===== config.mk =====
export PLATFORM = sky130hd
export DESIGN_NAME = wrr_arbiter
export DESIGN_NICKNAME = d
export VERILOG_FILES = /design/src/rtl/wrr_arbiter.sv
export SDC_FILE = /design/constraint.sdc
export NUM_CORES = 1
export LEC_CHECK = 0
export ABC_CLOCK_PERIOD_IN_PS = 2600
export BUFFER_PORTS_ARGS = -buffer_cell sky130_fd_sc_hd__buf_4
export CELL_PAD_IN_SITES_DETAIL_PLACEMENT = 1
export CELL_PAD_IN_SITES_GLOBAL_PLACEMENT = 2
export CORE_ASPECT_RATIO = 0.9
export CORE_UTILIZATION = 29
export CTS_BUF_LIST = sky130_fd_sc_hd__clkbuf_8
export CTS_CLUSTER_DIAMETER = 80
export CTS_CLUSTER_SIZE = 24
export DETAILED_ROUTE_END_ITERATION = 10
export PLACE_DENSITY = 0.91
export SETUP_SLACK_MARGIN = 0.02
export SYNTH_ARGS = -nofsm -noshare
export SYNTH_HDL_FRONTEND = slang
export SYNTH_SLANG_ARGS = --single-unit

===== constraint.sdc =====
create_clock -name clk -period 2.6 [get_ports clk]
set_input_delay 0.52 -clock clk [delete_from_list [all_inputs] [get_ports clk]]
set_output_delay 0.52 -clock clk [all_outputs]
set_load 0.01 [all_outputs]

===== src/rtl/wrr_arbiter.sv =====
// Weighted round-robin arbiter: a granted requester keeps the shared resource
// for up to its weight in accepted beats, then ownership rotates onward.
module wrr_arbiter #(
   parameter int N  = 4,
   parameter int WW = 4,
   parameter int IW = $clog2(N)
) (
   input  logic            clk,
   input  logic            reset,
   input  logic [N-1:0]    req_i,
   input  logic            ready_i,
   input  logic [N*WW-1:0] weight_i,
   output logic [N-1:0]    gnt_o,
   output logic            gnt_valid_o,
   output logic [IW-1:0]   gnt_idx_o,
   output logic            beat_o,
   output logic [WW-1:0]   credit_o
);

   typedef enum logic {IDLE, GRANT} state_t;

   state_t          state, state_next;
   logic [IW-1:0]   ptr, ptr_next;
   logic [IW-1:0]   idx, idx_next;
   logic [WW-1:0]   credit, credit_next;
   logic [N-1:0]    gnt, gnt_next;

   logic [WW-1:0]   weights [N];
   logic [IW-1:0]   idx_inc;
   logic [IW-1:0]   search_start;
   logic [IW-1:0]   win_idx;
   logic            win_found;
   logic [WW-1:0]   load_credit;
   logic            held;
   logic            beat;
   logic            release_now;

   always_comb begin
      for (int k = 0; k < N; k++) begin
         weights[k] = weight_i[k*WW +: WW];
      end
   end

   // Successor of the current owner; it becomes the new search origin on release.
   always_comb begin
      logic [IW:0] inc;
      inc = {1'b0, idx} + {{IW{1'b0}}, 1'b1};
      if (inc >= (IW+1)'(N)) begin
         idx_inc = '0;
      end else begin
         idx_inc = inc[IW-1:0];
      end
   end

   assign search_start = (state == GRANT) ? idx_inc : ptr;

   // First active request at or after search_start, wrapping around.
   always_comb begin
      logic [IW:0] cand;
      win_found = 1'b0;
      win_idx   = '0;
      cand      = '0;
      for (int off = 0; off < N; off++) begin
         cand = {1'b0, search_start} + (IW+1)'(off);
         if (cand >= (IW+1)'(N)) begin
            cand = cand - (IW+1)'(N);
         end
         if (!win_found && req_i[cand[IW-1:0]]) begin
            win_found = 1'b1;
            win_idx   = cand[IW-1:0];
         end
      end
   end

   assign load_credit = (weights[win_idx] == '0) ? WW'(1) : weights[win_idx];

   assign held        = req_i[idx];
   assign beat        = (state == GRANT) && held && ready_i;
   assign release_now = !held || (beat && credit == WW'(1));

   always_ff @(posedge clk) begin
      if (reset) begin
         state  <= IDLE;
         ptr    <= '0;
         idx    <= '0;
         credit <= '0;
         gnt    <= '0;
      end else begin
         state  <= state_next;
         ptr    <= ptr_next;
         idx    <= idx_next;
         credit <= credit_next;
         gnt    <= gnt_next;
      end
   end

   // Release and re-arbitration share one edge, so back-to-back owners see no bubble.
   always_comb begin
      state_next  = state;
      ptr_next    = ptr;
      idx_next    = idx;
      credit_next = credit;
      gnt_next    = gnt;
      case (state)
         IDLE: begin
            if (win_found) begin
               state_next        = GRANT;
               idx_next          = win_idx;
               credit_next       = load_credit;
               gnt_next          = '0;
               gnt_next[win_idx] = 1'b1;
            end
         end
         GRANT: begin
            if (release_now) begin
               ptr_next = idx_inc;
               if (win_found) begin
                  idx_next          = win_idx;
                  credit_next       = load_credit;
                  gnt_next          = '0;
                  gnt_next[win_idx] = 1'b1;
               end else begin
                  state_next  = IDLE;
                  credit_next = '0;
                  gnt_next    = '0;
               end
            end else if (beat) begin
               credit_next = credit - WW'(1);
            end
         end
         default: begin
            state_next  = IDLE;
            credit_next = '0;
            gnt_next    = '0;
         end
      endcase
   end

   always_comb begin
      gnt_o       = gnt;
      gnt_valid_o = (state == GRANT);
      gnt_idx_o   = idx;
      credit_o    = credit;
      beat_o      = gnt_valid_o & ready_i;
   end

endmodule

==> impl_metrics.ini <==
[cts]
post_cts_buffers = 0
worstSkewPairLatency_ns = 0.25
cts_root_buf = clkbuf_8
cts_tree = done
h-tree-depth = 1
path_clk_slew_ns = 0.06
cts-buffers-inserted = 3
clock-sinks = 13
clock_path_buffers = 2

[cells_and_area]
nets = 183
diodes = 0
final_cell_mix = buf_4, nor2_1, mux2i_1
final_common_cell = buf_4
drive_above_1_share_pct = 33.97
area_delta_synth_final_pct = 35.39
final_cells = 198
num-fill-cells = 395

[setup_path]
crit_required_ns = 2.76
path_depth = 8
crit_path_max_fanout = 11
cpLargestDelayFamily = compound AO/OA/AOI/OAI gates
cpMaxStageDelayCell = ha_1
critPathKind = flop to flop
ff2ff_path_depth = 8
cp-end-kind = flop
start_kind = flop
worst-path-buf-inv = 1
max_stage_delay_ns = 0.39
cp_cell_sequence = ha_1, and3b_1, o21ai_2, o221ai_4, buf_4, o311ai_1, nand4b_1, a221oi_2
arrival_ns = 2.51

[timing]
max_slew_margin_pct = 70.84
min_period_ns = 2.342
finalSetupTns_ns = 0
finClkSkew_ns = 0.0009454
max_freq_ghz = 0.4270
finalHoldViolations = 0
finalWorstSetupSlack_ns = 0.2580
rsz0062_at_grt = no
slew_viol_final = 0
setup_viol = 0
timing_worst_slew_pin_value_ns = 0.4335
period_share_pct = 90.08

[floorplanning]
io_pins = 35
die_h_um = 58.12
start_util_pct = 31.85
fp-row-count = 19
die_w_um = 64.35
die_area_um2 = 3740
core_area_um2 = 3186

[detailed_routing]
drc = 0
vias = 1031
drt_iter0_markers = 18
vias_per_cell = 5.207
wl_um = 3035
ant_nets = 0
avgRoutedWirePerCell_um = 15.33
first_pass_iters = 4

[synthesis]
synth_cell_types = 43
synth_area_um2 = 1015
syn_avg_cell_area_um2 = 8.599
seq_area_frac_synth_pct = 25.65
syn-num-nets = 144
synth_seq_cells = 13
async_reset_ff_share_pct = 0
ys.flop_type = dfxtp_1
synth_warnings = 0
post_synth_inst_count = 118
synth_enable_flop_cells = 0

[grt]
grt_use_total_pct = 17.31
grt_pass1_wl_um = 5023
antenna_found_initial = 0
grt_pass1_vias = 1061
grt_max_degree = 14
overflow = 0

[placed_design]
portBuffers = 34
dp_slack_ns = 0.1946
gp_congestion = 0.9136
post-dp-hpwl_um = 2454
dp_cells = 194

[min_path]
whs_path_depth = 2
hold_path.class = flop to flop

[power]
power.density_nw_per_um2 = 582.2
p_leak_nw = 0.6274
ir_drop_mv = 0.2695
fin_total_pwr_mw = 0.7998

[run_status]
status = complete, no violations

[run]
maxCapViolCount = 0
[final cells by class]
class	instances	area (µm²)	share of cell area, %
clock buffer	3	41.29	3.005
inverter	4	15.01	1.093
multi-input combinational	98	720.7	52.46
tap	42	52.55	3.825
sequential	13	261.5	19.03
timing repair buffer	37	277.8	20.22
clock inverter	1	5.005	0.3643
[layer usage]
| layer | wire [µm] | up-vias | track usage, % |
|---|---|---|---|
| met1 | 1535 | 483 | 23.30 |
| met2 | 1345 | 24 | 28.12 |
| met4 | 29 | 0 | 5.714 |
| met5 | 0 | - | 0 |
| met3 | 124 | 4 | 2.953 |
| li1 | - | 520 | - |
[cells in the mapped netlist (2+ instances only)]
library cell | count | area share [%]
mux2i_1 | 14 | 14
nor2_1 | 14 | 5.2
dfxtp_1 | 13 | 26
a21oi_1 | 10 | 4.9
nand2_1 | 9 | 3.3
inv_1 | 4 | 1.5
nor3_1 | 4 | 2.0
o21ai_0 | 4 | 2.0
ha_1 | 3 | 3.7
nor2b_1 | 3 | 1.8
a21boi_0 | 2 | 1.5
nand2b_1 | 2 | 1.2
nand3_1 | 2 | 0.99
o211ai_1 | 2 | 1.5
o21ai_1 | 2 | 0.99
o21ai_2 | 2 | 1.7
o22a_1 | 2 | 1.7
[flip-flops by register name, summed over array words and instances (netlist names)]
register and count:
credit_o 4, gnt_o 4, gnt_idx_o 2, ptr 2
gnt_valid_o 1
[worst register-to-register path: stages (launching register included)]
cell and delay, ns:
dfxtp_1 0.36, ha_1 0.39, and3b_1 0.21, o21ai_2 0.23, o221ai_4 0.20, buf_4 0.23
o311ai_1 0.25, nand4b_1 0.16, a221oi_2 0.23
[repair_timing]
item / in CTS / in global routing
gates resized for setup: 0 / 2
hold buffers: 0 / 0
setup endpoints to repair: 0 / 3
[path summary, 6_finish.rpt]
check / from / endpoint / slack, ns
worst max-delay path: gnt_idx_o[1]$_SDFFE_PP0P_ / credit_o[0]$_SDFFE_PP0P_ / 0.26
worst min-delay path: gnt_o[0]$_SDFFE_PP0P_ / gnt_o[0]$_SDFFE_PP0P_ / 0.46
worst max register to register: gnt_idx_o[1]$_SDFFE_PP0P_ / credit_o[0]$_SDFFE_PP0P_ / 0.26
worst min register to register: gnt_o[0]$_SDFFE_PP0P_ / gnt_o[0]$_SDFFE_PP0P_ / 0.46
[where the power goes]
part | switching, mW | internal [mW] | total, mW
registers | 0.0339 | 0.229 | 0.263
clock network | 0.0792 | 0.106 | 0.185
logic | 0.184 | 0.168 | 0.352
[per-stage QoR]
step                      hold slack, ns  util (%)  instance area, µm²
after floorplan                   0.4745         -                1015
after global routing              0.4759     43.13                1374
after detailed placement          0.4578     41.52                1323
final                             0.4633     43.13                1374
after CTS                         0.4683     42.97                1369
after global placement            0.4556     41.52                1323
[kinds of logic (layout without fill, tap and decap cells)]
logic type	Yosys count	count (layout)	synth area share, %
AOI/OAI and AO/OA	34	34	26.02
adders and majority gates	3	3	3.700
buffers and inverters	7	45	3.699
DFF	13	13	25.65
muxes	15	15	16.03
and+or+nand+nor	46	46	24.91
(Power assumes the default switching activity.)
